## config.mk

```make
export PLATFORM = sky130hd
export DESIGN_NAME = stopwatch_cmd_ctrl
export DESIGN_NICKNAME = d
export VERILOG_FILES = /design/src/rtl/stopwatch_pkg.sv /design/src/rtl/bin2bcd_seq.sv /design/src/rtl/stopwatch_cmd_ctrl.sv
export SDC_FILE = /design/constraint.sdc
export NUM_CORES = 1
export LEC_CHECK = 0
export ABC_AREA = 1
export BUFFER_PORTS_ARGS = -buffer_cell sky130_fd_sc_hd__buf_2
export CAP_MARGIN = 20
export CORE_UTILIZATION = 53
export DETAILED_ROUTE_END_ITERATION = 6
export PLACE_DENSITY = 0.76
export SLEW_MARGIN = 30
export SYNTH_ARGS = -nofsm -noshare
export SYNTH_HDL_FRONTEND = slang
export SYNTH_SLANG_ARGS = --single-unit
export TNS_END_PERCENT = 1
```

## constraint.sdc

```tcl
create_clock -name clk -period 1.8 [get_ports clk]
set_clock_uncertainty 0.1 [all_clocks]
set_input_delay 0 -clock clk [delete_from_list [all_inputs] [get_ports clk]]
set_output_delay 0 -clock clk [all_outputs]
set_load 0.01 [all_outputs]
```

## src/rtl/stopwatch_pkg.sv

```systemverilog
// Shared constants, state types and helpers for the stopwatch command controller.
package stopwatch_pkg;

  localparam logic [7:0] ASCII_R_UP = 8'h52;
  localparam logic [7:0] ASCII_R_LO = 8'h72;
  localparam logic [7:0] ASCII_S_UP = 8'h53;
  localparam logic [7:0] ASCII_S_LO = 8'h73;
  localparam logic [7:0] ASCII_C_UP = 8'h43;
  localparam logic [7:0] ASCII_C_LO = 8'h63;
  localparam logic [7:0] ASCII_Q_UP = 8'h51;
  localparam logic [7:0] ASCII_Q_LO = 8'h71;
  localparam logic [7:0] ASCII_CR   = 8'h0D;
  localparam logic [7:0] ASCII_LF   = 8'h0A;

  // Four digits plus CR LF.
  localparam int REPORT_LEN = 6;

  typedef enum logic {STOP = 1'b0, RUN = 1'b1} run_state_t;

  typedef enum logic [1:0] {T_IDLE, T_CONV, T_SEND, T_WAIT} tx_state_t;

  // One decoded control event, registered for one cycle before it acts.
  typedef struct packed {
    logic toggle;
    logic set_run;
    logic set_stop;
    logic clear;
  } run_ev_t;

  // One double-dabble step: add 3 to every digit >= 5, then shift in the next bit.
  function automatic logic [15:0] dd_step(input logic [15:0] bcd, input logic b);
    logic [15:0] adj;
    adj = bcd;
    for (int i = 0; i < 4; i++) begin
      if (adj[4*i +: 4] >= 4'd5) adj[4*i +: 4] = adj[4*i +: 4] + 4'd3;
    end
    return {adj[14:0], b};
  endfunction

  // Byte k of a count report: ASCII digits MSD first, then CR, LF.
  function automatic logic [7:0] report_byte(input logic [2:0] k, input logic [15:0] bcd);
    case (k)
      3'd0:    return {4'h3, bcd[15:12]};
      3'd1:    return {4'h3, bcd[11:8]};
      3'd2:    return {4'h3, bcd[7:4]};
      3'd3:    return {4'h3, bcd[3:0]};
      3'd4:    return ASCII_CR;
      default: return ASCII_LF;
    endcase
  endfunction

endpackage

```

## src/rtl/bin2bcd_seq.sv

```systemverilog
// Sequential double-dabble converter: one input bit per cycle, 16-bit BCD out.
// done is high for the cycle after the last shift; bcd holds until the next start.
module bin2bcd_seq
  import stopwatch_pkg::*;
#(
  parameter int CNT_W = 14
) (
  input  logic             clk,
  input  logic             reset,
  input  logic             start,
  input  logic [CNT_W-1:0] bin,
  output logic             done,
  output logic [15:0]      bcd
);

  localparam int CW = $clog2(CNT_W + 1);

  logic [CNT_W-1:0] sh_q;
  logic [15:0]      bcd_q;
  logic [CW-1:0]    cnt_q;
  logic             run_q;

  // Load on start, then shift one bit per cycle until the bit counter empties.
  always_ff @(posedge clk or posedge reset) begin
    if (reset) begin
      sh_q  <= '0;
      bcd_q <= '0;
      cnt_q <= '0;
      run_q <= 1'b0;
    end else if (start) begin
      sh_q  <= bin;
      bcd_q <= '0;
      cnt_q <= CW'(CNT_W);
      run_q <= 1'b1;
    end else if (run_q) begin
      if (cnt_q != '0) begin
        bcd_q <= dd_step(bcd_q, sh_q[CNT_W-1]);
        sh_q  <= sh_q << 1;
        cnt_q <= cnt_q - CW'(1);
      end else begin
        run_q <= 1'b0;
      end
    end
  end

  assign done = run_q && (cnt_q == '0);
  assign bcd  = bcd_q;

endmodule

```

## src/rtl/stopwatch_cmd_ctrl.sv

```systemverilog
// Stopwatch control: merges button edges and UART command bytes into run/clear
// controls and sends ASCII count reports over the UART transmitter.
// Optional: define CMD_ECHO_EN to echo each accepted R/S/C command byte.
module stopwatch_cmd_ctrl
  import stopwatch_pkg::*;
#(
  parameter int CNT_W   = 14,
  parameter int MAX_DEC = 9999
) (
  input  logic             clk,
  input  logic             reset,
  input  logic             i_btn_run,
  input  logic             i_btn_clear,
  input  logic [7:0]       i_rx_data,
  input  logic             i_rx_done,
  input  logic [CNT_W-1:0] i_count,
  input  logic             i_tx_done,
  output logic             o_run_on,
  output logic             o_clr_on,
  output logic             o_tx_start,
  output logic [7:0]       o_tx_data,
  output logic             o_busy
);

  localparam logic [CNT_W-1:0] MAX_CLAMP       = CNT_W'(MAX_DEC);
  localparam logic [2:0]       LAST_REPORT_IDX = 3'(REPORT_LEN - 1);

  logic             btn_run_q, btn_clr_q;
  logic             run_edge, clr_edge;
  logic             is_r, is_s, is_c, is_q, uart_cmd, q_acc;
  run_ev_t          ev_d, ev_q;
  logic             rep_req_q;
  logic [CNT_W-1:0] cap_q;
  run_state_t       run_state_q, run_state_d;
  logic             clr_d, clr_q;
  tx_state_t        tx_state_q, tx_state_d;
  logic [2:0]       idx_q, idx_d, last_q, last_d;
  logic [7:0]       tx_data_q, tx_data_d;
  logic             conv_start, conv_done;
  logic [15:0]      bcd;
  logic             echo_go;
  logic [7:0]       echo_byte;

  assign run_edge = i_btn_run && !btn_run_q;
  assign clr_edge = i_btn_clear && !btn_clr_q;

  // Decode the received byte and arbitrate it against the button edges.
  always_comb begin
    // NOTE: every combinational output gets a default first, so no path infers a latch.
    ev_d     = '0;
    is_r     = i_rx_done && (i_rx_data == ASCII_R_UP || i_rx_data == ASCII_R_LO);
    is_s     = i_rx_done && (i_rx_data == ASCII_S_UP || i_rx_data == ASCII_S_LO);
    is_c     = i_rx_done && (i_rx_data == ASCII_C_UP || i_rx_data == ASCII_C_LO);
    is_q     = i_rx_done && (i_rx_data == ASCII_Q_UP || i_rx_data == ASCII_Q_LO);
    uart_cmd = is_r || is_s || is_c || is_q;
    if (uart_cmd) begin
      ev_d.set_run  = is_r;
      ev_d.set_stop = is_s;
      ev_d.clear    = is_c;
    end else begin
      ev_d.toggle = run_edge;
      ev_d.clear  = clr_edge && !run_edge;
    end
  end

  // A report request is only taken when the transmitter is idle and none is pending.
  assign q_acc = is_q && (tx_state_q == T_IDLE) && !rep_req_q;

  // Edge history, event pipeline stage and clamped count capture.
  always_ff @(posedge clk or posedge reset) begin
    if (reset) begin
      btn_run_q <= 1'b0;
      btn_clr_q <= 1'b0;
      ev_q      <= '0;
      rep_req_q <= 1'b0;
      cap_q     <= '0;
    end else begin
      // NOTE: non-blocking assignments so every register here samples pre-edge values.
      btn_run_q <= i_btn_run;
      btn_clr_q <= i_btn_clear;
      ev_q      <= ev_d;
      rep_req_q <= q_acc;
      if (q_acc) cap_q <= (i_count > MAX_CLAMP) ? MAX_CLAMP : i_count;
    end
  end

`ifdef CMD_ECHO_EN
  logic       echo_req_q;
  logic [7:0] echo_byte_q;

  // Remember the accepted command byte for a one-byte acknowledgement.
  always_ff @(posedge clk or posedge reset) begin
    if (reset) begin
      echo_req_q  <= 1'b0;
      echo_byte_q <= 8'h00;
    end else begin
      echo_req_q <= is_r || is_s || is_c;
      if (is_r || is_s || is_c) echo_byte_q <= i_rx_data;
    end
  end

  // A clear that lands while running has no effect, so it is not acknowledged.
  assign echo_go   = echo_req_q && (!ev_q.clear || run_state_q == STOP);
  assign echo_byte = echo_byte_q;
`else
  assign echo_go   = 1'b0;
  assign echo_byte = 8'h00;
`endif

  // Run FSM state register and clear pulse.
  always_ff @(posedge clk or posedge reset) begin
    if (reset) begin
      run_state_q <= STOP;
      clr_q       <= 1'b0;
    end else begin
      run_state_q <= run_state_d;
      clr_q       <= clr_d;
    end
  end

  // Run FSM next state: forced commands first, then toggle, then clear in STOP.
  always_comb begin
    run_state_d = run_state_q;
    clr_d       = 1'b0;
    if (ev_q.set_run) begin
      run_state_d = RUN;
    end else if (ev_q.set_stop) begin
      run_state_d = STOP;
    end else if (ev_q.toggle) begin
      run_state_d = (run_state_q == RUN) ? STOP : RUN;
    end else if (ev_q.clear && run_state_q == STOP) begin
      clr_d = 1'b1;
    end
  end

  // Run FSM outputs.
  always_comb begin
    o_run_on = (run_state_q == RUN);
    o_clr_on = clr_q;
  end

  bin2bcd_seq #(.CNT_W(CNT_W)) u_bin2bcd (
    .clk   (clk),
    .reset (reset),
    .start (conv_start),
    .bin   (cap_q),
    .done  (conv_done),
    .bcd   (bcd)
  );

  // TX FSM state register with byte index, length and held output byte.
  always_ff @(posedge clk or posedge reset) begin
    if (reset) begin
      tx_state_q <= T_IDLE;
      idx_q      <= '0;
      last_q     <= '0;
      tx_data_q  <= 8'h00;
    end else begin
      tx_state_q <= tx_state_d;
      idx_q      <= idx_d;
      last_q     <= last_d;
      tx_data_q  <= tx_data_d;
    end
  end

  // TX FSM next state: convert, then send/wait per byte until the last one is done.
  always_comb begin
    tx_state_d = tx_state_q;
    idx_d      = idx_q;
    last_d     = last_q;
    tx_data_d  = tx_data_q;
    conv_start = 1'b0;
    case (tx_state_q)
      T_IDLE: begin
        if (rep_req_q) begin
          tx_state_d = T_CONV;
          conv_start = 1'b1;
          idx_d      = 3'd0;
          last_d     = LAST_REPORT_IDX;
        end else if (echo_go) begin
          tx_state_d = T_SEND;
          idx_d      = 3'd0;
          last_d     = 3'd0;
          tx_data_d  = echo_byte;
        end
      end
      T_CONV: begin
        if (conv_done) begin
          tx_state_d = T_SEND;
          tx_data_d  = report_byte(3'd0, bcd);
        end
      end
      T_SEND: tx_state_d = T_WAIT;
      T_WAIT: begin
        if (i_tx_done) begin
          if (idx_q == last_q) begin
            tx_state_d = T_IDLE;
          end else begin
            tx_state_d = T_SEND;
            idx_d      = idx_q + 3'd1;
            tx_data_d  = report_byte(idx_q + 3'd1, bcd);
          end
        end
      end
      default: tx_state_d = T_IDLE;
    endcase
  end

  // TX FSM outputs.
  always_comb begin
    o_tx_start = (tx_state_q == T_SEND);
    o_busy     = (tx_state_q != T_IDLE);
    o_tx_data  = tx_data_q;
  end

endmodule

```

==> results of run 1 <==
-- repair_timing --
item                                    CTS  global route
gates resized for setup                   1             4
buffers inserted                          0             1
cloned                                    0             0
hold buffers                             28             0
endpoints found under the hold margin    54             0
pin swaps                                 0             1
endpoints found under the setup margin    4             6
-- layer usage --
| layer | routed length, um | share of wire, % | vias to the layer above |
|---|---|---|---|
| li1 | - | - | 1637 |
| met1 | 3521 | 43 | 1556 |
| met2 | 4107 | 50 | 84 |
| met3 | 296 | 3.6 | 22 |
| met4 | 240 | 2.9 | 0 |
| met5 | 0 | 0 | - |
-- placed cells by master (no fill, tap or decap), drive strengths merged --
cell,netlist,routed
a21o,1,1
a21oi,3,3
a22o,1,1
a22oi,3,3
and3,1,1
buf,10,46
bufinv,0,1
clkbuf,2,9
clkinv,0,2
clkinvlp,0,4
conb,1,2
dfrtp,69,69
dlygate4sd3,0,28
ha,16,16
inv,73,73
nand2,166,166
nand3,37,37
nand3b,1,1
nand4,2,2
nor2,35,35
nor3,3,3
nor3b,1,1
o211ai,12,12
o21ai,23,23
o22ai,8,8
or2,4,4
xnor2,1,1
xor2,4,4
-- stage by stage --
stage | utilization [%] | hold slack [ps]
after global placement | 59.63 | 21.22
after floorplan | - | -68.57
after CTS | 66.72 | 92.01
final | 67.09 | 151.4
after global routing | 67.09 | 186.2
after detailed placement | 59.63 | 20.89
-- worst paths after layout --
check / from / end / slack, ps / cells after the start
hold / removal: i_rx_data[4] / ev_q[3] / 150 / 6
hold reg to reg: ev_q[2] / o_run_on / 380 / 1
setup / recovery: u_bin2bcd.cnt_q[0] / u_bin2bcd.cnt_q[0] / 120 / 7
setup reg to reg: u_bin2bcd.cnt_q[0] / u_bin2bcd.cnt_q[0] / 120 / 7
min in group asynchronous: reset / btn_run_q / 200 / 3
max in group asynchronous: reset / u_bin2bcd.cnt_q[3] / 840 / 4
-- where the power goes --
group	internal, mW	total (mW)	switching (mW)
registers	1.56	1.57	0.00562
logic	0.0841	0.172	0.0884
clock network	0.643	1.29	0.650
-- worst reg2reg max path, delay by kind of cell, from the launching register on --
kind,cells,cell delay (ps)
AO/OA/AOI/OAI,1,190
buffers and inverters,2,350
adder cells (fa/ha/maj),1,190
AND/OR/NAND/NOR,3,380
flip-flops,1,370
-- cells by family after synthesis --
| group | synth area share, % |
|---|---|
| AND/OR/NAND/NOR | 29.01 |
| buffers and inverters | 9.309 |
| flip-flops | 46.54 |
| AO/OA/AOI/OAI | 8.465 |
| adder cells (fa/ha/maj) | 5.396 |
| XOR/XNOR | 1.180 |
| other | 0.1011 |
-- flip-flops by register name, indices dropped and copies added (netlist names) --
register / flops
o_run_on: 1
u_bin2bcd.cnt_q: 4
btn_run_q: 1
u_bin2bcd.bcd: 16
ev_q: 4
btn_clr_q: 1
rep_req_q: 1
u_bin2bcd.sh_q: 14
cap_q: 14
idx_q: 3
tx_state_q: 2
o_clr_on: 1
last_q: 1
o_tx_data: 5
u_bin2bcd.run_q: 1
-- cell type report --
class	count	area [um^2]	share of cell area, %
flip-flops and latches	69	1727	37.88
multi-input cells	324	1659	36.40
repair buffers	74	573.1	12.57
inverters	73	280.3	6.149
clock buffers	9	123.9	2.718
well taps	96	120.1	2.635
clock inverters	7	75.07	1.647
==> metrics.cfg, run 1 <==
[outcome]
status=finished clean

[global_routing]
met1_usage_pct=29.12
gr-max-usage-layer=met2
grt_pass1_wl_um=14270
met3_usage_pct=7.122
track_usage_pct=25.06
overflow=0
grt_pass1_vias=3297
grt_max_degree=35
grt_use_met2_pct=42.62
antenna_found_initial=0

[sta]
tns_ps=0
drv_slew=0
hold_viol=0
min_period_ps=1678
rsz0062_at_grt=yes
finalWorstSetupSlack_ps=122.2
fin_crit_sh_pct=93.21
slew-limit-headroom_pct=51.18
worst_pin_slew_ps=730.8
max_freq_mhz=596.0
setup_viol=0

[logic_synthesis]
yosysWarnings=0
netlist-cell-type-count=34
yosysSeqAreaShare_pct=46.54
netlist_instances=477
synth_ff_type=dfrtp_1
synth_top_area_cell=dfrtp_1
synth_enable_flop_cells=0
synth_most_common_cell=nand2_1
avgSynthCellArea_um2=7.777
netlist_area_mm2=0.003710
synth_async_sr_flop_share_pct=100.0
yosysTopAreaCellShare_pct=46.54
yosys-top-cells-count=nand2_1, inv_1, dfrtp_1
ys_top_cells_by_area=dfrtp_1, nand2_1, inv_1
ys_seq_elements=69

[clocking]
cts_made_buffers=9
path_clk_slew_ps=80
clockBufferDepth=2
clock_latency_ps=360
cts_tree=yes
cts-root-buf=clkbuf_8
cts.sinks=69
htreeDepth=3

[place]
preCtsSetupSlack_ps=18.27
place_inst=607
dpl_cell_area_mm2=0.004051
gp_congestion=0.9599
io_buffers=36
dp_hpwl_um=5272

[final_layout]
fin_nets=595
stdcell_area_mm2=0.004558
areaGrowthSynthToFinish_pct=22.87
drive_gt1_share_pct=14.75
fillerInstances=572
fin_cells=652
insertedDiodeCount=0

[setup_path]
crit_family=simple AND/OR/NAND/NOR gates
cp-end-kind=register
path_buf_inv=2
crit_required_ps=1960
crit_fanout=20
worstPathArrival_ps=1840
cp-start-kind=register
crit_chain=inv_1 -> ha_1 -> nand2_1 -> nand2_1 -> nand2_1 -> buf_12 -> o21ai_0
slowest_stage=dfrtp_1
crit_top_cell=nand2_1
max_stage_delay_ps=370
critPathKind=register to register

[worst_hold_path]
hold_class=input port to register

[power]
ir_drop_uv=697.6
power.total_mw=3.031
p_per_area_mw_per_mm2=665.0
leakage_nw=2.466

[route]
post_drt_via_cell_ratio=5.060
vias=3299
drt_iter0_drc=152
drc_errors=0
routed_wl_um=8166
ant_nets=0
avgRoutedWirePerCell_um=12.52
drt_pass1_iterations=4

[die]
die-area_mm2=0.007338
start_util_pct=54.60
rows=30
fp.dieW_um=85.67
io_pins=40
core_area_mm2=0.006794
die_y_um=85.67

[job]
maxCapViolCount=0

Note: power is estimated with default switching activity, not from simulation.
==> inputs of run 2 (changes only) <==
ABC_AREA = 0   (was 1)
CORE_UTILIZATION = 52   (was 53)
PLACE_DENSITY = 0.75   (was 0.76)
==> metrics.cfg, run 2 <==
[route]
vias=2946  ; -11%
drc_errors=0  ; unchanged
drt_pass1_iterations=4  ; unchanged
routed_wl_um=8135  ; -0.38%
post_drt_via_cell_ratio=5.732  ; +13%
avgRoutedWirePerCell_um=15.83  ; +26%
drt_iter0_drc=174  ; +14%
ant_nets=0  ; unchanged

[logic_synthesis]
yosysWarnings=0  ; unchanged
synth_ff_type=dfrtp_1
ys_seq_elements=69  ; unchanged
yosys-top-cells-count=dfrtp_1, nand2_1, nor2_1
ys_top_cells_by_area=dfrtp_1, ha_1, nand2_1
netlist_instances=349  ; -27%
synth_enable_flop_cells=0  ; unchanged
synth_most_common_cell=dfrtp_1
synth_async_sr_flop_share_pct=100.0  ; unchanged
avgSynthCellArea_um2=9.902  ; +27%
yosysSeqAreaShare_pct=49.96  ; +3.4 points
synth_top_area_cell=dfrtp_1
netlist_area_mm2=0.003456  ; -6.8%
yosysTopAreaCellShare_pct=49.96  ; +3.4 points
netlist-cell-type-count=53  ; +56%

[die]
fp.dieW_um=83.52  ; -2.5%
die_y_um=83.52  ; -2.5%
die-area_mm2=0.006976  ; -4.9%
start_util_pct=54.11  ; -0.49 points
io_pins=40  ; unchanged
core_area_mm2=0.006386  ; -6.0%
rows=29  ; -3.3%

[setup_path]
cp-endpoint=u_bin2bcd.sh_q[10]
slowest_stage=or3b_4
cp-start-kind=register
r2r_cells=8  ; +1
crit_fanout=7  ; -65%
crit_required_ps=1980  ; +20 ps
r2r_slack_ps=-7  ; -130 ps
rr_startpoint=u_bin2bcd.cnt_q[1]
crit_top_cell=buf_12
max_stage_delay_ps=410  ; +40 ps
worst_r2r_endpoint=u_bin2bcd.sh_q[10]
worstPathArrival_ps=1980  ; +140 ps
crit_start=u_bin2bcd.cnt_q[1]
crit_chain=inv_2 -> ha_4 -> or3b_4 -> nand2_4 -> buf_12 -> buf_12 -> nand2_1 -> a31oi_1
cp-end-kind=register
critPathKind=register to register

[power]
ir_drop_uv=813.5  ; +17%
leakage_nw=2.150  ; -13%
p_per_area_mw_per_mm2=941.1  ; +42%

[final_layout]
insertedDiodeCount=0  ; unchanged
multi_input_area_mm2=0.001695  ; +2.2%
stdcell_area_mm2=0.004558  ; unchanged
postLayoutCoreUtil_pct=71.38  ; +4.3 points
seq_area_mm2=0.001730  ; +0.22%
drive_gt1_share_pct=28.38  ; +14 points
layout_common_cells=dfrtp_1, nand2_1, buf_2
largest_reg_flops=16  ; unchanged
fin_nets=476  ; -20%
areaGrowthSynthToFinish_pct=31.90
final_common_cell=dfrtp_1
fillerInstances=465  ; -19%

[sta]
rsz0062_at_grt=yes
tns_ps=-7.299  ; -7.299 ps
drv_slew=0  ; unchanged
setup_viol=1  ; +1
fin_crit_sh_pct=100.4  ; +7.2 points
min_period_ps=1807  ; +129.5 ps
max_freq_mhz=553.3  ; -7.2%
finalWorstSetupSlack_ps=-7.299  ; -129.5 ps
hold_viol=0  ; unchanged
holdWs_ps=63.79  ; -87.57 ps

[job]
maxCapViolCount=0  ; unchanged

[clocking]
cts.sinks=69  ; unchanged
clockBufferDepth=2  ; unchanged
htreeDepth=3  ; unchanged
cts_tree=yes
cts-root-buf=clkbuf_8
clock_latency_ps=350  ; about the same
path_clk_slew_ps=80  ; about the same
cts_made_buffers=9  ; unchanged

[outcome]
violations=negative setup slack
status=complete, but fails checks

[global_routing]
met3_usage_pct=4.451  ; -2.7 points
gr-max-usage-layer=met2
antenna_found_initial=0  ; unchanged
track_usage_pct=24.89  ; -0.18 points
overflow=0  ; unchanged
grt_use_met2_pct=41.88  ; -0.74 points
met1_usage_pct=30.88  ; +1.8 points
grt_max_degree=70  ; +100%
grt_pass1_vias=2953  ; -10%
grt_pass1_wl_um=13520  ; -5.2%

[place]
dp_hpwl_um=4916  ; -6.8%
dpl_cell_area_mm2=0.003791  ; -6.4%
gp_congestion=0.7845  ; -18%
io_buffers=36  ; unchanged

[worst_hold_path]
hold_class=input port to register

==> run 2: repair_timing <==
item / 4_1_cts / 5_1_grt
buffers inserted: 0 / 7
gates resized for setup: 10 / 35
endpoints found under the hold margin: 91 / 0
pin swaps: 3 / 19
gates cloned: 1 / 1
hold buffers: 27 / 0
setup endpoints to repair: 32 / 38
==> run 2: worst min path at each step <==
stage	from	end	slack (ps)	cells after the start
6_report	i_rx_data[3]	cap_q[13]	60	5
5_1_grt	i_rx_data[3]	cap_q[13]	100	5
4_1_cts	i_rx_data[3]	cap_q[11]	20	5
3_5_place_dp	i_btn_clear	btn_clr_q	20	1
3_3_place_gp	reset	tx_state_q[0]	20	3
2_1_floorplan	i_btn_clear	btn_clr_q	-70	0
==> run 2: area by class of cell <==
class                   instances  area share, %
clock buffers                  11          3.321
flip-flops and latches         69          37.96
repair buffers                 85          15.95
multi-input cells             249          37.19
well taps                      77          2.114
clock inverters                 5          1.784
inverters                      18          1.674
==> run 2: power by group <==
part | total (mW) | internal (mW) | switching (mW)
clock | 1.47 | 0.858 | 0.609
sequential | 1.85 | 1.71 | 0.139
combinational | 0.969 | 0.498 | 0.470
total | 4.29 | 3.07 | 1.22
==> run 2: stage by stage <==
step / power [mW] / worst slack (ps) / std cells
finish: 4.290 / -7.299 / 514
global route: 4.512 / -72.16 / 514
floorplan: 2.402 / 0.3096 / 350
global placement: 2.682 / -70.95 / 462
CTS: 4.229 / -42.79 / 506
detailed placement: 2.708 / -97.81 / 462
==> run 2: metal layers <==
| metal | vias to the layer above | wire length, um |
|---|---|---|
| li1 | 1404 | - |
| met1 | 1442 | 3538 |
| met2 | 76 | 4073 |
| met3 | 24 | 284 |
| met4 | 0 | 238 |
| met5 | - | 0 |
==> run 2: critical path, delay by kind of cell, from the launching register on <==
kind | cells | cell delay (ps)
buf+inv | 3 | 350
fa+ha+maj | 1 | 130
compound gates | 1 | 170
simple gates | 3 | 590
flops | 1 | 400
==> run 2: cells by family after synthesis <==
| logic type | Yosys count | synth area share [%] |
|---|---|---|
| multiplexers | 4 | 1.303 |
| AND/OR/NAND/NOR | 126 | 18.10 |
| adder cells (fa/ha/maj) | 17 | 6.083 |
| other | 1 | 0.1085 |
| flip-flops | 69 | 49.96 |
| buffers and inverters | 32 | 4.164 |
| XOR/XNOR | 8 | 2.028 |
| AO/OA/AOI/OAI | 92 | 18.25 |
==> inputs of run 3 (changes only) <==
ABC_CLOCK_PERIOD_IN_PS = 1800   (was not set)
GPL_TIMING_DRIVEN = 0   (was not set)
==> metrics.cfg, run 3 (synthesis gave the netlist of run 2 again) <==
[die]
die_y_um=83.52  ; unchanged
die-area_mm2=0.006976  ; unchanged
fp.dieW_um=83.52  ; unchanged
rows=29  ; unchanged
core_area_mm2=0.006386  ; unchanged
io_pins=40  ; unchanged
start_util_pct=54.11  ; unchanged

[final_layout]
drive_gt1_share_pct=27.38  ; -1.0 points
stdcell_area_mm2=0.004568  ; +0.22%
final_common_cell=dfrtp_1
areaGrowthSynthToFinish_pct=32.19
fin_nets=481  ; +1.1%
fin_cells=519  ; +0.97%
largest_reg_flops=16  ; unchanged
insertedDiodeCount=0  ; unchanged
layout_common_cells=dfrtp_1, nand2_1, buf_2

[sta]
setup_viol=5  ; +4
holdWs_ps=25.28  ; -38.51 ps
tns_ps=-33.74  ; -26.44 ps
rsz0062_at_grt=yes
slew-limit-headroom_pct=63.69
hold_viol=0  ; unchanged
min_period_ps=1812  ; +4.433 ps
max_freq_mhz=552.0  ; -0.24%
finalWorstSetupSlack_ps=-11.73  ; -4.433 ps
drv_slew=0  ; unchanged
fin_crit_sh_pct=100.7  ; +0.25 points
worst_pin_slew_ps=543.6

[route]
drt_pass1_iterations=4  ; unchanged
vias=2958  ; +0.41%
routed_wl_um=8332  ; +2.4%
post_drt_via_cell_ratio=5.699  ; -0.56%
avgRoutedWirePerCell_um=16.05  ; +1.4%
drt_iter0_drc=212  ; +22%
drc_errors=0  ; unchanged
ant_nets=0  ; unchanged

[worst_hold_path]
holdPathStages=5  ; unchanged
hold_class=input port to register

[clocking]
htreeDepth=3  ; unchanged
cts.sinks=69  ; unchanged
clockBufferDepth=2  ; unchanged
path_clk_slew_ps=70  ; about the same
cts_tree=yes
cts-root-buf=clkbuf_8
cts_made_buffers=9  ; unchanged
clock_latency_ps=350  ; about the same

[place]
gp_congestion=0.7992  ; +1.9%
io_buffers=36  ; unchanged
dpl_cell_area_mm2=0.003787  ; about the same
preCtsSetupSlack_ps=-191.6  ; -93.74 ps
place_inst=465  ; +0.65%
dp_hpwl_um=5434  ; +11%

[job]
maxCapViolCount=0  ; unchanged

[power]
leakage_nw=2.124  ; -1.2%
ir_drop_uv=694.4  ; -15%
p_per_area_mw_per_mm2=928.9  ; -1.3%

[setup_path]
crit_fanout=6  ; -1
r2r_cells=6  ; -2
crit_required_ps=1960  ; -20 ps
critPathKind=register to register
cp-end-kind=register
cp-start-kind=register
worstPathArrival_ps=1970  ; about the same

[global_routing]
grt_pass1_wl_um=13660  ; +0.97%
track_usage_pct=25.14  ; +0.25 points
overflow=0  ; unchanged
antenna_found_initial=0  ; unchanged
grt_pass1_vias=2939  ; -0.47%
grt_max_degree=28  ; -60%

[outcome]
status=complete, but fails checks
violations=negative setup slack

run 3: critical path, stage by stage (launching register included):
cell	delay [ps]
dfrtp_1	410
inv_2	90
ha_4	120
or3b_4	410
and2_4	230
clkbuf_16	170
a211oi_1	190
run 3: final timing paths:
kind / start / end / slack [ps]
worst min register to register: ev_q[1] / o_run_on / 350
worst max-delay path: u_bin2bcd.cnt_q[1] / u_bin2bcd.bcd[8] / -10
worst max register to register: u_bin2bcd.cnt_q[1] / u_bin2bcd.bcd[8] / -10
worst min-delay path: i_rx_data[2] / cap_q[12] / 30
max in group asynchronous: reset / cap_q[3] / 780
min in group asynchronous: reset / o_run_on / 140
run 3: layout make-up:
cell class | instances | area, um^2
buffer | 14 | 110.1
clock buffer | 13 | 168.9
clock inverter | 3 | 42.54
fill | 444 | 1818
inverter | 18 | 76.32
multi-input combinational | 249 | 1730
sequential | 69 | 1728
tap | 77 | 96.34
timing repair buffer | 76 | 615.6
run 3: power by group:
part | switching, mW | total (mW) | internal [mW]
Clock | 0.580 | 1.33 | 0.752
Combinational | 0.523 | 1.06 | 0.538
Sequential | 0.137 | 1.85 | 1.71
Total | 1.24 | 4.24 | 3.00
run 3: timing repair:
action | CTS | global route
gates resized for setup | 26 | 24
gates cloned | 0 | 2
buffers inserted | 4 | 5
hold endpoints to repair | 64 | 0
pin swaps | 2 | 5
hold buffers | 27 | 0
endpoints found under the setup margin | 37 | 41
run 3: through the flow:
step | utilization [%] | power, mW
after floorplan | - | 2.402
after global placement | 58.56 | 2.626
after detailed placement | 59.31 | 2.680
final | 71.53 | 4.243
after global routing | 71.53 | 4.461
after CTS | 68.61 | 4.181
run 3: per-layer routing:
| layer | GRT usage, % | share of wire, % | wire length [um] | vias to the layer above |
|---|---|---|---|---|
| met4 | 11.71 | 2.2 | 183 | 0 |
| met5 | 0 | 0 | 0 | - |
| li1 | - | - | - | 1412 |
| met3 | 3.759 | 4.0 | 335 | 17 |
| met1 | 32.08 | 43 | 3587 | 1451 |
| met2 | 42.40 | 51 | 4226 | 78 |
